## src/rtl/tape_block_decoder.sv

```systemverilog
// tape_block_decoder: decodes Spectrum ROM tape blocks from the EAR bitstream into bytes
module tape_block_decoder #(
  parameter int CLK_FREQ        = 27000000,
  parameter int PILOT_MIN_US    = 450,
  parameter int PILOT_MAX_US    = 800,
  parameter int SHORT_MAX_US    = 400,
  parameter int BIT_SPLIT_US    = 730,
  parameter int BIT_MAX_US      = 1200,
  parameter int TIMEOUT_US      = 2000,
  parameter int PILOT_COUNT_MIN = 256,
  parameter int CNT_W           = 20
) (
  input  logic        clk,
  input  logic        reset,
  input  logic        ear_in,
  output logic [7:0]  byte_data,
  output logic        byte_valid,
  input  logic        byte_ready,
  output logic        block_active,
  output logic        block_start,
  output logic        block_end,
  output logic        checksum_ok,
  output logic [15:0] byte_count,
  output logic        overrun
);
  // widths in cycles; product first so slow clocks still round sensibly
  function automatic logic [CNT_W:0] cyc(input longint us);
    return (CNT_W+1)'(longint'(CLK_FREQ) * us / 1000000);
  endfunction
  localparam logic [CNT_W:0] P_MIN   = cyc(PILOT_MIN_US);
  localparam logic [CNT_W:0] P_MAX   = cyc(PILOT_MAX_US);
  localparam logic [CNT_W:0] S_MAX   = cyc(SHORT_MAX_US);
  localparam logic [CNT_W:0] SPLIT   = cyc(BIT_SPLIT_US);
  localparam logic [CNT_W:0] B_MAX   = cyc(BIT_MAX_US);
  localparam logic [CNT_W:0] TO_C    = cyc(TIMEOUT_US);
  localparam logic [15:0]    PC_LAST = 16'(PILOT_COUNT_MIN - 1);

  typedef enum logic [2:0] {S_IDLE, S_PILOT, S_SYNC2, S_DATA_A, S_DATA_B, S_END} state_t;
  state_t state, nxt;

  logic s1, s2, prev, edg, ev, tmo;
  logic [CNT_W-1:0] cnt, w, half_a;
  logic [CNT_W:0] wx, sum;
  logic is_pilot, is_short, bit_v, done;
  logic [7:0] sh, sh_n, xr;
  logic [2:0] bit_cnt;
  logic [15:0] pilot_cnt;

  assign edg      = s2 ^ prev;
  assign wx       = {1'b0, w};
  assign sum      = wx + {1'b0, half_a};
  assign is_pilot = wx >= P_MIN && wx <= P_MAX;
  assign is_short = wx <= S_MAX;
  assign bit_v    = sum >= SPLIT;
  assign sh_n     = {sh[6:0], bit_v};
  assign done     = ev && state == S_DATA_B && nxt == S_DATA_A && bit_cnt == 3'd7;

  // synchronise EAR, time the gap since the last edge, register edge/timeout events
  always_ff @(posedge clk or posedge reset)
    if (reset) begin
      s1   <= 1'b1;
      s2   <= 1'b1;
      prev <= 1'b1;
      cnt  <= '0;
      w    <= '0;
      ev   <= 1'b0;
      tmo  <= 1'b0;
    end else begin
      s1   <= ear_in;
      s2   <= s1;
      prev <= s2;
      cnt  <= edg ? '0 : (&cnt ? cnt : cnt + 1'b1);
      w    <= cnt;
      ev   <= edg;
      tmo  <= !edg && {1'b0, cnt} == TO_C;
    end

  // state register
  always_ff @(posedge clk or posedge reset)
    if (reset) state <= S_IDLE;
    else state <= nxt;

  // next state: advanced only by an edge event or a single timeout event
  always_comb begin
    nxt = state;
    case (state)
      S_IDLE:   if (ev && is_pilot && pilot_cnt == PC_LAST) nxt = S_PILOT;
      S_PILOT:  if (tmo) nxt = S_IDLE;
                else if (ev) nxt = is_pilot ? S_PILOT : is_short ? S_SYNC2 : S_IDLE;
      S_SYNC2:  if (tmo) nxt = S_IDLE;
                else if (ev) nxt = is_short ? S_DATA_A : S_IDLE;
      S_DATA_A: if (tmo || (ev && wx > B_MAX)) nxt = S_END;
                else if (ev) nxt = S_DATA_B;
      S_DATA_B: if (tmo || (ev && sum > B_MAX)) nxt = S_END;
                else if (ev) nxt = S_DATA_A;
      default:  nxt = S_IDLE;
    endcase
  end

  // block framing outputs
  always_comb begin
    block_start  = state == S_SYNC2 && nxt == S_DATA_A;
    block_end    = state == S_END;
    block_active = state == S_DATA_A || state == S_DATA_B;
  end

  // pilot counting, bit/byte assembly, checksum and the byte handshake
  always_ff @(posedge clk or posedge reset)
    if (reset) begin
      pilot_cnt   <= '0;
      half_a      <= '0;
      sh          <= '0;
      bit_cnt     <= '0;
      xr          <= '0;
      byte_data   <= '0;
      byte_valid  <= 1'b0;
      byte_count  <= '0;
      overrun     <= 1'b0;
      checksum_ok <= 1'b0;
    end else begin
      pilot_cnt <= (state != S_IDLE || tmo) ? '0 : ev ? (is_pilot ? pilot_cnt + 1'b1 : '0) : pilot_cnt;
      if (ev && state == S_DATA_A) half_a <= w;
      if (ev && state == S_DATA_B && nxt == S_DATA_A) begin
        sh      <= sh_n;
        bit_cnt <= bit_cnt + 1'b1;
      end
      if (block_start) begin
        xr          <= '0;
        byte_count  <= '0;
        bit_cnt     <= '0;
        overrun     <= 1'b0;
        checksum_ok <= 1'b0;
      end
      if (nxt == S_END) checksum_ok <= xr == 8'h00 && byte_count != 16'h0;
      if (done) begin
        if (!byte_valid || byte_ready) begin
          byte_data  <= sh_n;
          byte_valid <= 1'b1;
        end else overrun <= 1'b1;
        xr         <= xr ^ sh_n;
        byte_count <= &byte_count ? byte_count : byte_count + 1'b1;
      end else if (byte_valid && byte_ready) byte_valid <= 1'b0;
    end
endmodule

```

## config.mk

```make
export PLATFORM = sky130hd
export DESIGN_NAME = tape_block_decoder
export DESIGN_NICKNAME = d
export VERILOG_FILES = /design/src/rtl/tape_block_decoder.sv
export SDC_FILE = /design/constraint.sdc
export NUM_CORES = 1
export LEC_CHECK = 0
export CAP_MARGIN = 15
export CORE_ASPECT_RATIO = 1.2
export CORE_UTILIZATION = 36
export CTS_BUF_LIST = sky130_fd_sc_hd__clkbuf_16
export DETAILED_ROUTE_END_ITERATION = 8
export DONT_BUFFER_PORTS = 1
export GPL_ROUTABILITY_DRIVEN = 0
export SLEW_MARGIN = 20
export SYNTH_ARGS = -nofsm -noshare
export SYNTH_HDL_FRONTEND = slang
export SYNTH_SLANG_ARGS = --single-unit
export TNS_END_PERCENT = 1
```

## constraint.sdc

```tcl
create_clock -name clk -period 5.5 [get_ports clk]
set_input_delay 0.825 -clock clk [delete_from_list [all_inputs] [get_ports clk]]
set_output_delay 0.825 -clock clk [all_outputs]
set_load 0.02 [all_outputs]
```

==> flow_summary_export.csv, run 1 <==
group,metric,value,unit
worst_hold_path,min_path_type,"flop to flop",
placement,hpwl,10600,um
synthesis,synth-edff-count,0,
clocking,clkSinkCount,129,
worst_hold_path,hold_path_depth,0,
pwr,p_int,1.55,mW
clocking,postCtsHoldBufs,0,
floorplanning,die_y,156,um
setup_path,rr_startpoint,"w[0]$_DFF_PP0_",
floorplanning,die_x,130,um
setup_path,startpoint_type,"flop",
sta,period_share,0.734,
global_route,grtUsageTotal,0.157,
setup_path,cp.arrival,4.33,ns
pwr,swShare,0.233,
pwr,leakage,3.70,nW
synthesis,synthTopCellsByCount,"dfrtp_1 (126), nand2_1 (81), nor2_1 (62)",
run_status,status,"complete, no violations",
synthesis,ys_async_sr_fraction,1.00,
floorplanning,num_rows,56,
floorplanning,start_util,0.366,
worst_hold_path,hold-path-endpoint,"s2$_DFF_PP1_",
pwr,ir_worst_vdd,0.214,mV
final_layout,layout-drive-gt1-share,0.111,
synthesis,ys_warn_count,0,
setup_path,rr_endpoint,"sh[2]$_DFFE_PP0P_",
sta,finalWorstPathRequiredPeriod,4.04,ns
final_layout,fillCellCount,1956,
synthesis,synthTopCellsByArea,"dfrtp_1 (44%), mux2_2 (5.1%), ha_1 (4.7%)",
setup_path,worstPathCellList,"ha_1 -> inv_1 -> fa_1 -> nand2b_1 -> a21o_1 -> a21o_1 -> a2111oi_4 -> o21ai_1 -> a2111o_1 -> nor4_1 -> and2_1 -> mux2_2",
clocking,root_buffer,"clkbuf_16",
synthesis,syn_nets,768,
synthesis,synthFlopType,"dfrtp_1",
clocking,postCtsSetupBuffers,0,
setup_path,crit_family,"compound AO/OA/AOI/OAI gates",
setup_path,crit_start,"w[0]$_DFF_PP0_",
placement,io_buffers,0,
sta,max_slew_margin,0.417,
floorplanning,dieArea,0.0204,mm^2
pwr,clock_power_share,0.487,
synthesis,synthDistinctLibCells,65,
pwr,p_per_area,255,mW/mm^2
sta,hold_viol_final,0,
setup_path,critPathMaxFanout,11,
synthesis,yosysMostFrequentCell,"dfrtp_1",
global_route,antenna_found_initial,0,
clocking,cts_resized,0,
synthesis,yosysSeqAreaShare,0.454,
synthesis,synth_top_cell_by_area,"dfrtp_1",
pwr,power,2.02,mW
synthesis,synth_seq_cells,129,
global_route,grt_max_degree,75,
clocking,clk_path_buf_depth,2,
setup_path,r2r_cells,12,
setup_path,max_stage_delay,0.52,ns
setup_path,path_buf_inv,1,
clocking,clk_latency,0.42,ns
synthesis,postSynthAreaPerCell,9.68,um^2
clocking,clkTransAtPathRegs,0.06,ns
pwr,seq_power_share,0.481,
clocking,numCtsBuffers,17,
synthesis,synth_cells,736,
route,drc_errors,0,
final_layout,nets,767,
setup_path,end_kind,"flop",
setup_path,path_class,"flop to flop",
sta,fmax,248,MHz
route,drt-initial-drc-count,223,
final_layout,synthToLayoutAreaGrowth,11.0,%
route,drt_first_pass_iters,4,
route,wirelength,14900,um
pwr,pwr-share-comb,0.032,
final_layout,num_antenna_cells,0,
sta,setup-tns-final,0,ns
sta,worst_slew_pin_slew,0.872,ns
sta,drv_slew,0,
job,maxCapViolCount,0,
setup_path,cp_slowest_cell,"nor4_1",
sta,fin_skew,0.0121,ns
worst_hold_path,hp-start,"s1$_DFF_PP1_",
synthesis,syn_area,0.00713,mm^2
setup_path,rrSetupSlack,1.46,ns
route,detail-route-antenna-nets,0,
sta,setup_viol,0,
setup_path,crit_top_cell,"a21o_1",
floorplanning,core-area,0.0195,mm^2
global_route,overflow,0,
floorplanning,ios,34,
clocking,cts_tree,"done",
route,vias,5366,
global_route,first_global_vias,5106,
synthesis,yosysTopAreaCellShare,0.442,
route,wl_per_cell,14.8,um
sta,rsz0062_at_grt,"false",
route,viasPerCell,5.32,
pwr,switching_power,0.471,mW
clocking,htree_num_levels,4,
global_route,grt_pass1_wl,25000,um
setup_path,worst_ep_required_time,5.79,ns
## cells in the final DEF, fill, tap and decap left out, types with 4 or more instances in the layout
| cell | n |
|---|---|
| o211ai_1 | 5 |
| clkinv_2 | 4 |
| and3_1 | 28 |
| nand2b_1 | 17 |
| and2_1 | 4 |
| clkbuf_16 | 17 |
| nor4_1 | 12 |
| inv_1 | 20 |
| nand3b_1 | 5 |
| or3_1 | 8 |
| o31ai_1 | 4 |
| nor3_1 | 12 |
| buf_4 | 4 |
| ha_1 | 27 |
| xor2_1 | 17 |
| nor2_1 | 62 |
| clkinv_4 | 4 |
| or2_2 | 5 |
| nand4_1 | 20 |
| mux2i_1 | 24 |
| a21o_1 | 7 |
| mux2_2 | 32 |
| dfrtp_1 | 126 |
| a21oi_1 | 29 |
| nand3_1 | 35 |
| a211oi_1 | 6 |
| o21ai_0 | 45 |
| o21a_1 | 8 |
| nand2_1 | 81 |
| xnor2_1 | 14 |
| a31oi_1 | 4 |
## how the worst max path moves through the flow
stage / end / slack [ns] / cells past startpoint
final: sh[2]$_DFFE_PP0P_ / 1.46 / 12
after global routing: sh[1]$_DFFE_PP0P_ / 1.13 / 12
after CTS: sh[2]$_DFFE_PP0P_ / 1.44 / 12
after detailed placement: sh[2]$_DFFE_PP0P_ / 1.46 / 12
after global placement: sh[4]$_DFFE_PP0P_ / 1.49 / 12
after floorplan: bit_cnt[0]$_DFFE_PP0P_ / 1.24 / 1
## registers in the layout (all words and copies together), names as in the netlist
signal / flops
s2: 1
w: 20
xr: 8
byte_count: 16
prev: 1
sh: 7
pilot_cnt: 16
overrun: 1
half_a: 20
byte_valid: 1
state: 3
byte_data: 8
ev: 1
tmo: 1
checksum_ok: 1
cnt: 20
s1: 1
bit_cnt: 3
## power by group through the flow
stage / sequential, mW / combinational [mW] / clock [mW]
2_1_floorplan: 0.983 / 0.0505 / 0
3_3_place_gp: 0.987 / 0.0671 / 0
3_5_place_dp: 0.987 / 0.0674 / 0
4_1_cts: 0.971 / 0.0675 / 1.01
5_1_grt: 0.972 / 0.0766 / 1.06
6_report: 0.971 / 0.0638 / 0.984
## layer usage
metal | GRT usage | wire [um]
met4 | 0.0542 | 270
met1 | 0.197 | 6640
met5 | 0 | 0
met2 | 0.260 | 7450
met3 | 0.0394 | 524
## area by class of cell
cell class	instances	area, um^2	share of cell area
Multi-Input combinational cell	563	3720	0.470
Inverter	20	80.1	0.0101
Clock buffer	17	425	0.0538
Tap cell	261	327	0.0413
Timing Repair Buffer	4	30.0	0.00380
Clock inverter	14	95.1	0.0120
Sequential cell	129	3230	0.409
## cells by family after synthesis
kind of cell,after synthesis,synth area share
AOI/OAI and AO/OA,142,0.131
adders and majority gates,28,0.0502
buffers and inverters,44,0.0242
muxes,56,0.0843
DFF,129,0.454
and+or+nand+nor,306,0.218
xor gates and xnor gates,31,0.0381
## stage by stage
stage	util	setup WS (ns)	instance area (um^2)	hold WS, ns	instances
floorplan	-	1.24	7130	0.345	736
global placement	0.379	1.49	7390	0.346	977
detailed placement	0.379	1.46	7390	0.347	977
CTS	0.406	1.44	7910	0.356	1008
global route	0.406	1.13	7910	0.359	1008
finish	0.406	1.46	7910	0.356	1008
Power figures use the tool's default switching activity.
==> run 2, diff against run 1 <==
clock period = 4.02 ns   (was 5.5 ns; I/O delays follow)
==> flow_summary_export.csv, run 2 (synthesis gave the netlist of run 1 again) <==
group,metric,value,unit
run_status,status,"complete, no violations",
sta,setup_viol,0,
placement,io_buffers,0,
setup_path,r2r_cells,12,
worst_hold_path,hold_path_depth,0,
setup_path,critPathMaxFanout,8,
global_route,grt_max_degree,130,
floorplanning,die_y,156,um
sta,finalWorstPathRequiredPeriod,3.84,ns
sta,drv_slew,0,
sta,max_slew_margin,0.426,
floorplanning,num_rows,56,
route,drt-initial-drc-count,183,
final_layout,layout-drive-gt1-share,0.122,
sta,rsz0062_at_grt,"true",
sta,setup-tns-final,0,ns
final_layout,synthToLayoutAreaGrowth,13.0,%
final_layout,design_area,0.00805,mm^2
global_route,first_global_vias,5397,
route,highest_layer,"met4",
global_route,grtUsageTotal,0.165,
sta,fin_skew,0.00866,ns
job,maxCapViolCount,0,
sta,worst_slew_pin_slew,0.859,ns
setup_path,worst_ep_required_time,4.32,ns
setup_path,crit_cells,12,
floorplanning,core-area,0.0195,mm^2
clocking,postCtsSetupBuffers,0,
final_layout,multi_input_area,0.00372,mm^2
setup_path,path_buf_inv,1,
sta,hold_viol_final,0,
pwr,p_per_area,366,mW/mm^2
clocking,postCtsHoldBufs,0,
final_layout,fin_util,0.413,
route,drc_errors,0,
floorplanning,die_x,130,um
setup_path,cp_slowest_cell,"or4_4",
setup_path,startpoint_type,"flop",
placement,hpwl,11200,um
global_route,overflow,0,
pwr,ir_worst_vdd,0.264,mV
pwr,leakage,3.77,nW
floorplanning,start_util,0.366,
worst_hold_path,min_path_type,"input pin to flop",
route,vias,5368,
route,wl_met2,7490,um
setup_path,cp.arrival,4.14,ns
clocking,htree_num_levels,4,
placement,place_area,0.00748,mm^2
setup_path,path_class,"flop to flop",
route,viasPerCell,5.28,
clocking,clk_path_buf_depth,2,
clocking,numCtsBuffers,17,
route,wl_per_cell,15.3,um
setup_path,crit_family,"compound AO/OA/AOI/OAI gates",
route,drt_first_pass_iters,4,
floorplanning,dieArea,0.0204,mm^2
clocking,clk_latency,0.42,ns
setup_path,crit_top_cell,"a21o_1",
sta,fmax,260,MHz
global_route,antenna_found_initial,0,
setup_path,worstPathCellList,"ha_1 -> inv_1 -> fa_1 -> nand2b_1 -> a21o_1 -> a21o_1 -> a2111oi_4 -> o21ai_1 -> a2111o_1 -> or4_4 -> nor2_4 -> mux2_2",
setup_path,end_kind,"flop",
final_layout,reg_top3,"cnt x20, half_a x20, w x20",
sta,period_share,0.956,
route,routed-wl-met3,512,um
final_layout,nets,777,
global_route,grt_pass1_wl,26000,um
final_layout,final_cell_mix,"dfrtp_1 (126), nand2_1 (81), nor2_1 (62), o21ai_0 (45), nand3_1 (35)",
final_layout,fillCellCount,1980,
final_layout,regArea,0.00323,mm^2
floorplanning,ios,34,
clocking,cts_tree,"done",
clocking,clkSinkCount,129,
final_layout,num_antenna_cells,0,
route,drt-met1-wl,7010,um
setup_path,max_stage_delay,0.59,ns
clocking,root_buffer,"clkbuf_16",
route,wirelength,15600,um
clocking,clkTransAtPathRegs,0.05,ns
route,detail-route-antenna-nets,0,
final_layout,layout_commonest_cell,"dfrtp_1",
## run 2: cell types whose count changed in the layout (fill, tap and decap cells not counted), sizes merged
cell      change
buf          +10
bufinv        +3
clkinv        -3
clkinvlp      +2
inv           -3
## run 2: power breakdown
| part | total (mW) | switching (mW) | leakage (nW) | internal [mW] |
|---|---|---|---|---|
| Sequential | 1.33 | 0.0166 | 1.79 | 1.31 |
| Combinational | 0.0944 | 0.0676 | 1.71 | 0.0268 |
| Clock | 1.52 | 0.563 | 0.277 | 0.956 |
## run 2: worst paths after layout
path                           startpoint                        to  slack, ns
setup / recovery           w[0]$_DFF_PP0_  byte_data[2]$_DFFE_PP0P_       0.18
hold / removal                     ear_in              s1$_DFF_PP1_       0.18
setup reg to reg           w[0]$_DFF_PP0_  byte_data[2]$_DFFE_PP0P_       0.18
hold reg to reg              s1$_DFF_PP1_              s2$_DFF_PP1_       0.36
max in group asynchronous           reset  byte_data[3]$_DFFE_PP0P_       3.24
min in group asynchronous           reset       cnt[19]$_DFFE_PP0P_       0.23
## run 2: final cells by class
class / instances / area share
Tap cell: 261 / 0.0406
Inverter: 20 / 0.00979
Sequential cell: 129 / 0.401
Multi-Input combinational cell: 563 / 0.462
Clock buffer: 17 / 0.0528
Timing Repair Buffer: 14 / 0.0146
Clock inverter: 13 / 0.0183
## run 2: timing repair
| item | CTS | global route |
|---|---|---|
| gates resized for setup | 0 | 1 |
| setup endpoints to repair | 0 | 16 |
| hold endpoints to repair | 0 | 0 |
## run 2: through the flow
step | instances | power (mW) | setup WS, ns | hold slack, ns
after floorplan | 736 | 1.41 | 0.459 | 0.345
after global placement | 987 | 1.45 | 0.207 | 0.347
after detailed placement | 987 | 1.45 | 0.170 | 0.349
after CTS | 1017 | 2.99 | 0.145 | 0.161
after global routing | 1017 | 3.05 | -0.000658 | 0.161
final | 1017 | 2.94 | 0.178 | 0.184
## run 2: metal layers
layer	global-route usage	vias to the layer above
met5	0	-
met4	0.0810	0
met3	0.0422	28
met2	0.272	61
met1	0.197	2590
li1	-	2689
